**config.mk**
```make
export PLATFORM = sky130hd
export DESIGN_NAME = trig_stretch_sched
export DESIGN_NICKNAME = d
export VERILOG_FILES = /design/src/rtl/trig_stretch_sched.sv
export SDC_FILE = /design/constraint.sdc
export NUM_CORES = 1
export LEC_CHECK = 0
export ABC_AREA = 1
export CAP_MARGIN = 10
export CORE_MARGIN = 2
export CORE_UTILIZATION = 40
export DETAILED_ROUTE_END_ITERATION = 7
export DONT_BUFFER_PORTS = 1
export GPL_TIMING_DRIVEN = 0
export HOLD_SLACK_MARGIN = 0.05
export MAX_ROUTING_LAYER = met4
export PLACE_DENSITY = 0.6
export SLEW_MARGIN = 25
export SYNTH_ARGS = -nofsm -noshare
export SYNTH_HDL_FRONTEND = slang
export SYNTH_SLANG_ARGS = --single-unit
```
**constraint.sdc**
```tcl
create_clock -name clk -period 3.9 [get_ports clk]
set_clock_uncertainty 0.15 [all_clocks]
set_input_delay 0 -clock clk [delete_from_list [all_inputs] [get_ports clk]]
set_output_delay 0 -clock clk [all_outputs]
set_load 0.02 [all_outputs]
```
**src/rtl/trig_stretch_sched.sv**
```systemverilog
// Multi-channel trigger pulse scheduler: per-channel delay, stretched output width,
// hold-off dead time, optional retrigger, and a saturating count of rejected edges.
`timescale 1ns/1ps
module trig_stretch_sched #(
    parameter int NCH = 4,
    parameter int W_W = 10,
    parameter int D_W = 8,
    parameter int H_W = 8
) (
    input  logic           clk,
    input  logic           rst,
    input  logic [NCH-1:0] din,
    input  logic           cfg_we,
    input  logic [1:0]     cfg_ch,
    input  logic [1:0]     cfg_sel,
    input  logic [15:0]    cfg_wdata,
    input  logic           cnt_clr,
    output logic [NCH-1:0] dout,
    output logic           dout_or,
    output logic [NCH-1:0] busy,
    output logic [15:0]    lost_cnt
);

    localparam int CW_A = (W_W > D_W) ? W_W : D_W;
    localparam int CW   = (CW_A > H_W) ? CW_A : H_W;
    localparam int LC_W = $clog2(NCH + 1);

    typedef enum logic [1:0] {
        S_IDLE    = 2'd0,
        S_DELAY   = 2'd1,
        S_ACTIVE  = 2'd2,
        S_HOLDOFF = 2'd3
    } state_t;

    logic [NCH-1:0] s1_q;
    logic [NCH-1:0] s2_q;
    logic [NCH-1:0] edge_vec;
    logic [NCH-1:0] lost_vec;
    logic [15:0]    lost_cnt_q;
    logic           dout_or_q;
    logic [LC_W-1:0] n_lost;
    logic [16:0]    lost_sum;
    logic           unused_wdata_hi;

    assign unused_wdata_hi = ^cfg_wdata[15:W_W];

    always_ff @(posedge clk) begin
        if (rst) begin
            s1_q <= '0;
            s2_q <= '0;
        end else begin
            s1_q <= din;
            s2_q <= s1_q;
        end
    end

    assign edge_vec = s1_q & ~s2_q;

    genvar gi;
    generate
        for (gi = 0; gi < NCH; gi = gi + 1) begin : g_ch
            state_t          state_q, state_d;
            logic [CW-1:0]   cnt_q, cnt_d;
            logic            dout_q, dout_d;
            logic            busy_q;
            logic [W_W-1:0]  sh_wid_q;
            logic [D_W-1:0]  sh_dly_q;
            logic [H_W-1:0]  sh_hold_q;
            logic [1:0]      sh_mode_q;
            logic [W_W-1:0]  wid_q, wid_d;
            logic [H_W-1:0]  hold_q, hold_d;
            logic            retrig_q, retrig_d;
            logic [W_W-1:0]  sh_wid_m1;
            logic [W_W-1:0]  wid_m1;
            logic [D_W-1:0]  sh_dly_m1;
            logic [H_W-1:0]  hold_m1;
            logic            wr_sel;
            logic            dis_now;
            logic            lost;

            assign wr_sel    = cfg_we && (cfg_ch == 2'(gi));
            assign dis_now   = wr_sel && (cfg_sel == 2'd3) && !cfg_wdata[1];
            // Width 0 wraps to all-ones here, giving the full 2^W_W-cycle pulse.
            assign sh_wid_m1 = sh_wid_q - W_W'(1);
            assign wid_m1    = wid_q - W_W'(1);
            assign sh_dly_m1 = sh_dly_q - D_W'(1);
            assign hold_m1   = hold_q - H_W'(1);

            always_ff @(posedge clk) begin
                if (rst) begin
                    sh_wid_q  <= W_W'(1);
                    sh_dly_q  <= '0;
                    sh_hold_q <= '0;
                    sh_mode_q <= 2'b10;
                end else if (wr_sel) begin
                    case (cfg_sel)
                        2'd0:    sh_wid_q  <= cfg_wdata[W_W-1:0];
                        2'd1:    sh_dly_q  <= cfg_wdata[D_W-1:0];
                        2'd2:    sh_hold_q <= cfg_wdata[H_W-1:0];
                        default: sh_mode_q <= cfg_wdata[1:0];
                    endcase
                end
            end

            always_comb begin
                state_d  = state_q;
                cnt_d    = cnt_q;
                dout_d   = dout_q;
                wid_d    = wid_q;
                hold_d   = hold_q;
                retrig_d = retrig_q;
                lost     = 1'b0;
                case (state_q)
                    S_IDLE: begin
                        if (edge_vec[gi] && sh_mode_q[1]) begin
                            wid_d    = sh_wid_q;
                            hold_d   = sh_hold_q;
                            retrig_d = sh_mode_q[0];
                            if (sh_dly_q == '0) begin
                                state_d = S_ACTIVE;
                                dout_d  = 1'b1;
                                cnt_d   = CW'(sh_wid_m1);
                            end else begin
                                state_d = S_DELAY;
                                cnt_d   = CW'(sh_dly_m1);
                            end
                        end
                    end
                    S_DELAY: begin
                        lost = edge_vec[gi];
                        if (cnt_q == '0) begin
                            state_d = S_ACTIVE;
                            dout_d  = 1'b1;
                            cnt_d   = CW'(wid_m1);
                        end else begin
                            cnt_d = cnt_q - CW'(1);
                        end
                    end
                    S_ACTIVE: begin
                        if (edge_vec[gi] && retrig_q) begin
                            cnt_d = CW'(wid_m1);
                        end else begin
                            lost = edge_vec[gi];
                            if (cnt_q == '0) begin
                                dout_d = 1'b0;
                                if (hold_q != '0) begin
                                    state_d = S_HOLDOFF;
                                    cnt_d   = CW'(hold_m1);
                                end else begin
                                    state_d = S_IDLE;
                                end
                            end else begin
                                cnt_d = cnt_q - CW'(1);
                            end
                        end
                    end
                    default: begin
                        lost = edge_vec[gi];
                        if (cnt_q == '0) begin
                            state_d = S_IDLE;
                        end else begin
                            cnt_d = cnt_q - CW'(1);
                        end
                    end
                endcase
                // Disabling a channel aborts whatever it is doing, regardless of state.
                if (dis_now) begin
                    state_d = S_IDLE;
                    dout_d  = 1'b0;
                    lost    = 1'b0;
                end
            end

            always_ff @(posedge clk) begin
                if (rst) begin
                    state_q  <= S_IDLE;
                    cnt_q    <= '0;
                    dout_q   <= 1'b0;
                    busy_q   <= 1'b0;
                    wid_q    <= W_W'(1);
                    hold_q   <= '0;
                    retrig_q <= 1'b0;
                end else begin
                    state_q  <= state_d;
                    cnt_q    <= cnt_d;
                    dout_q   <= dout_d;
                    busy_q   <= (state_d != S_IDLE);
                    wid_q    <= wid_d;
                    hold_q   <= hold_d;
                    retrig_q <= retrig_d;
                end
            end

            assign lost_vec[gi] = lost;
            assign dout[gi]     = dout_q;
            assign busy[gi]     = busy_q;
        end
    endgenerate

    always_comb begin
        n_lost = '0;
        for (int i = 0; i < NCH; i++) begin
            n_lost = n_lost + LC_W'(lost_vec[i]);
        end
    end

    assign lost_sum = {1'b0, lost_cnt_q} + 17'(n_lost);

    always_ff @(posedge clk) begin
        if (rst) begin
            lost_cnt_q <= '0;
            dout_or_q  <= 1'b0;
        end else begin
            dout_or_q <= |dout;
            if (cnt_clr) begin
                lost_cnt_q <= '0;
            end else if (lost_sum[16]) begin
                lost_cnt_q <= 16'hFFFF;
            end else begin
                lost_cnt_q <= lost_sum[15:0];
            end
        end
    end

    assign lost_cnt = lost_cnt_q;
    assign dout_or  = dout_or_q;

endmodule

```
[Yosys cells after proc, flatten, opt, wreduce, memory -nomap -nowiden]
Cells that the tools add are included.
Word-level totals
  register bits after elaboration: 269
  bits of input ports: 28
  logic and storage cells: 304
Operators by class
  $add $sub $neg: 24
  equal/unequal tests: 42
  multiplexer cells: 105
  bitwise gates (word level): 3
  reductions and logical operators: 82
Operators by type and width (number)
  two-way mux 10 bit: 28
  one-hot mux 10 bit (3 select lines): 4
  subtractor 10 x 1 -> 10 bit, second input constant: 12
  two-way mux 2 bit: 32
  subtractor 8 x 1 -> 8 bit, second input constant: 8
  logical NOT 10 bit: 4
  != test 2 bit, second input constant: 20
  AND reduction 2 bit: 20
  logical NOT 8 bit: 4
  nonzero test 8 bit: 4
  two-way mux 1 bit: 28
  one-hot mux 2 bit (3 select lines): 4
  AND reduction 6 bit: 4
  logical AND 1 bit: 20
  adder 16 x 3 -> 17 bit: 1
  equality test 2 bit, second input constant: 8
  two-way mux 16 bit: 1
  != test 4 x 1 -> 1 bit, second input constant: 4
  != test 4 bit, second input constant: 4
  equality test 2 x 1 -> 1 bit, second input constant: 6
  logical NOT 2 bit: 6
  one-hot mux 1 bit (3 select lines): 4
  AND reduction 3 bit: 4
  nonzero test 3 bit: 4
  other kinds (12): 22

[Logic depth before layout (Yosys ltp)]
  depth after elaboration: 11
  mapped depth: 22
  depth with buffers taken out: 22

[Worst setup path before layout]
Ideal clock, no wire load.
  path type: reg-to-reg
  start: reg g_ch[0].state_q[0]
  end: reg lost_cnt_q[8] (netlist: lost_cnt[8])
  arrival time: 3.315 ns
  data required time: 3.624 ns
  path slack: 0.309 ns
  stages on the path, launching flop included: 19
  buffers on the path: 2
  clock period less this slack: 3.591 ns
  cells stage by stage: dfxtp_1 > inv_1 > ha_1 > clkbuf_1 > a21oi_1 > o211ai_1 > fa_1 > inv_1 > fa_1 > fa_1 > nand3_1 > nor2_1 > nand2_1 > nor2_1 > nand2_1 > inv_2 > nand4_2 > buf_2 > a31oi_1
On the way
  cells in the longest elaborated chain, start to end: 8
  elaborated cells between the ends (all ways): 9
  those cells by class: add/sub: 4; eq/ne: 1; mux: 3; reduce/logical: 1
Ends and longest elaborated chain
  start, declared: line 62  | state_t state_q, state_d;
  start signal, assigned: line 184  | state_q <= state_d;
  equality test 2 bit or logical NOT 2 bit (tied branches): line 113  | case (state_q)
  one-hot mux 1 bit (2 select lines) *: line 113
  two-way mux 1 bit *: line 167  | if (dis_now) begin
  adder 1 x 1 -> 2 bit *: line 203  | n_lost = n_lost + LC_W'(lost_vec[i]);
  adder 2 x 1 -> 3 bit *: line 203
  adder 3 x 1 -> 3 bit *: line 203
  adder 16 x 3 -> 17 bit *: line 207  | assign lost_sum = {1'b0, lost_cnt_q} + 17'(n_lost);
  two-way mux 16 bit *: line 217  | end else if (lost_sum[16]) begin
  end signal, assigned: line 220  | lost_cnt_q <= lost_sum[15:0];
  end, declared: line 39  | logic [15:0] lost_cnt_q;
Every way passes the cells marked *; elsewhere a longest branch is shown, timed or not.
A chain may end at the register's enable or synchronous reset.

[Final worst setup path]
  start: reg g_ch[0].state_q[0]
  end: reg lost_cnt_q[7] (netlist: lost_cnt[7])
The elaborated chain is that of the path after synthesis.

==> results.md <==
Placed design:
- The number of port buffers is 0.
- OpenSTA, run right after detailed placement, puts the worst setup slack at -0.438 ns.
- The final weighted congestion in routability-driven placement is 0.929.
- Detailed placement ended at an HPWL of 38000 um.
- The area of placed instances is 16700 um^2.

Detailed routing:
- The via density per instance is 5.21.
- The per-cell routed wire length is 16.2 um.
- The DRC violation count after routing is 0.
- The detailed-router iteration count before antenna repair is 6.
- Once detail routing completed, the nets flagged for antenna violations numbered 0.
- The wire length after detailed routing is 50800 um.
- The total vias in the final route is 16300.
- For this block, the initial DRC count from the detailed router was 1208.

Layout:
- The ratio of cells with drive above 1 in the final layout is 6.56%.
- The cell area after layout is 18300 um^2.
- The net total in the final layout is 2645.
- Cells fill 46.2% of the core in the end.
- From synthesis to final layout, the design area changed by 14.3%.

STA:
- Setup violations remaining at the end of the flow were counted as 0.
- After layout, the worst setup slack is 0.229 ns.
- The worst hold slack across all endpoints is 0.0894 ns.
- The maximum achievable frequency is 272 MHz.
- In this run the tightest slew margin relative to its limit is 38.1%.
- The final-layout setup total negative slack is 0 ns.
- At the pin with the least slew margin, the transition time is 0.929 ns.
- The final critical-path required period is 3.67 ns.
- The final max-slew violation count is 0.
- The worst path uses 94.1% of the clock period.
- The number of failing hold endpoints at the final stage came to 0.
- Setup repair after global routing left no endpoint under its margin.

Global routing:
- The first global-routing pass estimated 80700 um of wire.
- Global routing used 24.8% of the available tracks.
- The number of antenna violations at the first check in global routing was 3.
- The via count of the first global-routing pass was 15300.
- After global routing, the most crowded layer is met2.
- Entering global routing, the biggest net connects 16 pins.
- For met3 alone, demand over resource in global routing was 3.57%.
- Global routing consumed, on the met1 layer, 32.8% of the routing resources.
- The residual overflow from global routing is 0.
- In the global route stage, met2 resource usage came out at 39.0%.

Critical path:
- For the worst setup path, the data arrival time is 4.04 ns.
- The kind of start point of the critical path is a flop.
- The startpoint of the worst setup timing path is g_ch[0].state_q[0]$_SDFF_PP0_.
- Along the worst path, the maximum fanout reaches 7.
- The worst setup path category is reg -> reg.
- The total buffers and inverters traversed by the critical path is 5.
- The most frequent cell on the critical path is sky130_fd_sc_hd__inv_2.
- In this run the critical register-to-register path is launched from g_ch[0].state_q[0]$_SDFF_PP0_.
- The largest individual stage delay along the critical path comes from the cell sky130_fd_sc_hd__o211ai_1.
- The cell family contributing the most delay on the critical path is adder cells.
- The kind of end point of the critical path is a flop.
- For the worst setup path, the data required time is 4.27 ns.
- Traced cell by cell, the critical path runs through inv_4 -> ha_4 -> inv_2 -> o211ai_1 -> fa_1 -> inv_2 -> fa_2 -> fa_2 -> nand3_2 -> nor2_4 -> nand2_2 -> nor2_2 -> nand2_2 -> inv_2 -> nand4_4 -> buf_4 -> a21oi_1.
- On the worst path, the slowest cell contributes a delay of 0.55 ns.

Clocking:
- The TritonCTS buffer count is 31.
- The number of clock sinks seen by CTS is 269.
- The clock latency on the worst-skew pair is 0.59 ns.
- TritonCTS built the clock tree.
- The clock tree buffer depth is 3.
- The clock tree root driver cell is sky130_fd_sc_hd__clkbuf_16.
- After clock tree synthesis, the clock-pin slew on the worst setup and hold paths is 0.06 ns.
- In this run the number of H-tree levels came out at 1.

Synth:
- Of all cell types, the one taking the most synthesized area is sky130_fd_sc_hd__dfxtp_1.
- In this run, synthesis inferred 0 flip-flops with an integrated enable.
- The number of warning messages in the yosys log is 0.
- The synthesized netlist contains 51 unique library cells.
- The post-synthesis average cell area is 6.39 um^2.
- In the post-synthesis netlist, the biggest area contributors are sky130_fd_sc_hd__dfxtp_1, sky130_fd_sc_hd__nand2_1, sky130_fd_sc_hd__nor2_1.
- The synthesized netlist devotes 4.21% of its cell area to XOR and XNOR gates.
- The flip-flop cell with the highest count after synthesis is sky130_fd_sc_hd__dfxtp_1.
- Summing the areas of all and, or, nand and nor instances in the mapped netlist gives 31.0% of the synthesized area.
- Synthesis produced a netlist with a net count of 2570.
- After synthesis the netlist holds a flip-flop and latch count of 269.
- After synthesis, flip-flops and latches occupy 33.6% of the total area.
- The count of mapped cells out of synthesis is 2506.
- In this run the cell area of the synthesized design comes to 16000 um^2.
- The multiplexer area fraction after synthesis is 0%.
- Summing the areas of all compound-gate instances in the mapped netlist gives 18.1% of the synthesized area.
- The top cell type by area accounts for 33.6% of the synthesized area.
- After synthesis, the share of flip-flops with an asynchronous set or reset is 0%.
- By area, the combinational part of the netlist is dominated by simple AND/OR/NAND/NOR gates.
- The synthesized netlist devotes 2.95% of its cell area to adder and majority cells.

Floorplanning:
- 53 I/O pins were placed.
- From bottom edge to top edge, the die measures 204 um.
- The die covers 41700 um^2.
- The row count is 73.
- Measured along the x axis, the die boundary spans 204 um.
- The region available for standard cell placement spans 39600 um^2.
- The initial cell density of the core is 40.4%.

Min path:
- The startpoint of the worst hold path is cfg_wdata[4].
- The class of the tightest hold or removal check is in -> reg.

Job:
- The max capacitance violation total is 0.

Power and ir drop:
- For this design the ratio of total power to cell area is 727 nW/um^2.
- The leakage dissipation is 8.33 nW.
- IR analysis of the VDD net gives a maximum drop of 0.345 mV.

Outcome:
- The run finished with clean final reports.
-- cell families (layout without fill, tap and decap cells) --
logic type / after synthesis / in the layout
simple gates: 1172 / 1172
compound gates: 549 / 549
buf+inv: 403 / 503
flops: 269 / 269
xor+xnor: 77 / 77
fa+ha+maj: 36 / 36
other cells: 0 / 3
-- cell type report --
class / count / area (um^2)
flip-flops and latches: 269 / 5390
repair buffers: 43 / 420
clock buffers: 35 / 801
diodes: 3 / 7.51
clock inverters: 23 / 323
inverters: 316 / 1190
multi-input cells: 1834 / 9080
fillers: 4210 / 21300
well taps: 525 / 657
plain buffers: 86 / 433
-- cell usage in the layout, fill, tap and decap left out, types with 12 or more instances in the layout --
cell type	n
sky130_fd_sc_hd__nand2_1	517
sky130_fd_sc_hd__nor2_1	349
sky130_fd_sc_hd__inv_1	293
sky130_fd_sc_hd__dfxtp_1	267
sky130_fd_sc_hd__o21ai_0	258
sky130_fd_sc_hd__a21oi_1	227
sky130_fd_sc_hd__nand3_1	194
sky130_fd_sc_hd__xor2_1	65
sky130_fd_sc_hd__clkbuf_1	63
sky130_fd_sc_hd__dlygate4sd3_1	39
sky130_fd_sc_hd__nand4_1	32
sky130_fd_sc_hd__ha_1	31
sky130_fd_sc_hd__clkbuf_16	31
sky130_fd_sc_hd__nor3_1	21
sky130_fd_sc_hd__o211ai_1	20
sky130_fd_sc_hd__inv_2	18
sky130_fd_sc_hd__nand2_2	13
sky130_fd_sc_hd__o21ai_1	12
sky130_fd_sc_hd__xnor2_1	12
sky130_fd_sc_hd__buf_4	12
-- report_power, final --
part	leakage, nW	switching, W	internal, W
Clock	0.535	0.00132	0.00190
Combinational	5.60	0.00448	0.00213
Sequential	2.19	0.000367	0.00311
-- through the flow --
stage | cells | power (W)
2_1_floorplan | 2506 | 0.00833
3_3_place_gp | 3031 | 0.00994
3_5_place_dp | 3031 | 0.00997
4_1_cts | 3127 | 0.0133
5_1_grt | 3134 | 0.0144
6_report | 3134 | 0.0133
-- worst paths after layout --
check / endpoint / slack [ns] / depth (start not counted)
worst min register to register: s2_q[2]$_SDFF_PP0_ / 0.29 / 2
worst max register to register: lost_cnt[7]$_SDFF_PP0_ / 0.23 / 17
worst min-delay path: g_ch[0].sh_dly_q[4]$_SDFFE_PP0P_ / 0.09 / 3
worst max-delay path: lost_cnt[7]$_SDFF_PP0_ / 0.23 / 17
-- layer usage --
metal | share of wire [%] | vias to the layer above
li1 | - | 8282
met1 | 47 | 7489
met2 | 44 | 454
met3 | 5.6 | 97
met4 | 3.3 | 0
met5 | 0 | -
-- cell usage after synthesis, types with 3 or more instances --
cell	number
sky130_fd_sc_hd__nand2_1	519
sky130_fd_sc_hd__nor2_1	352
sky130_fd_sc_hd__inv_1	296
sky130_fd_sc_hd__dfxtp_1	269
sky130_fd_sc_hd__o21ai_0	258
sky130_fd_sc_hd__a21oi_1	227
sky130_fd_sc_hd__nand3_1	195
sky130_fd_sc_hd__xor2_1	65
sky130_fd_sc_hd__clkbuf_1	62
sky130_fd_sc_hd__ha_1	33
sky130_fd_sc_hd__nand4_1	32
sky130_fd_sc_hd__nor3_1	21
sky130_fd_sc_hd__o211ai_1	20
sky130_fd_sc_hd__inv_2	16
sky130_fd_sc_hd__o21ai_1	12
sky130_fd_sc_hd__xnor2_1	12
sky130_fd_sc_hd__buf_2	11
sky130_fd_sc_hd__nand2_2	11
sky130_fd_sc_hd__a21oi_2	10
sky130_fd_sc_hd__nor2_2	9
sky130_fd_sc_hd__buf_4	8
sky130_fd_sc_hd__nand3b_1	7
sky130_fd_sc_hd__or2_2	7
sky130_fd_sc_hd__a31oi_1	5
sky130_fd_sc_hd__clkinv_1	4
sky130_fd_sc_hd__nor3_2	4
sky130_fd_sc_hd__o2111ai_1	4
sky130_fd_sc_hd__a211oi_1	3
sky130_fd_sc_hd__buf_6	3
sky130_fd_sc_hd__fa_1	3
sky130_fd_sc_hd__nand3_2	3
sky130_fd_sc_hd__nor2_4	3
-- what timing repair did --
item,in CTS,in global routing
gates cloned,0,1
hold buffers,39,0
endpoints found under the setup margin,16,16
setup buffers,0,3
endpoints found under the hold margin,169,0
gates resized for setup,12,13
pin swaps,2,6
-- worst reg2reg max path, delay by kind of cell (launching register included) --
family / cells / cell delay, ns
compound gates: 2 / 0.67
buf+inv: 5 / 0.54
fa+ha+maj: 4 / 1.17
simple gates: 6 / 0.70
flops: 1 / 0.37
-- state kept, by name (all words and copies together), names as in the netlist, 8 cells and up --
name	count
lost_cnt	16
g_ch.wid_q	40
g_ch.hold_q	32
g_ch.sh_wid_q	40
g_ch.sh_hold_q	32
g_ch.cnt_q	40
g_ch.sh_dly_q	32
g_ch.state_q	8
g_ch.sh_mode_q	8
(Power assumes the default switching activity.)
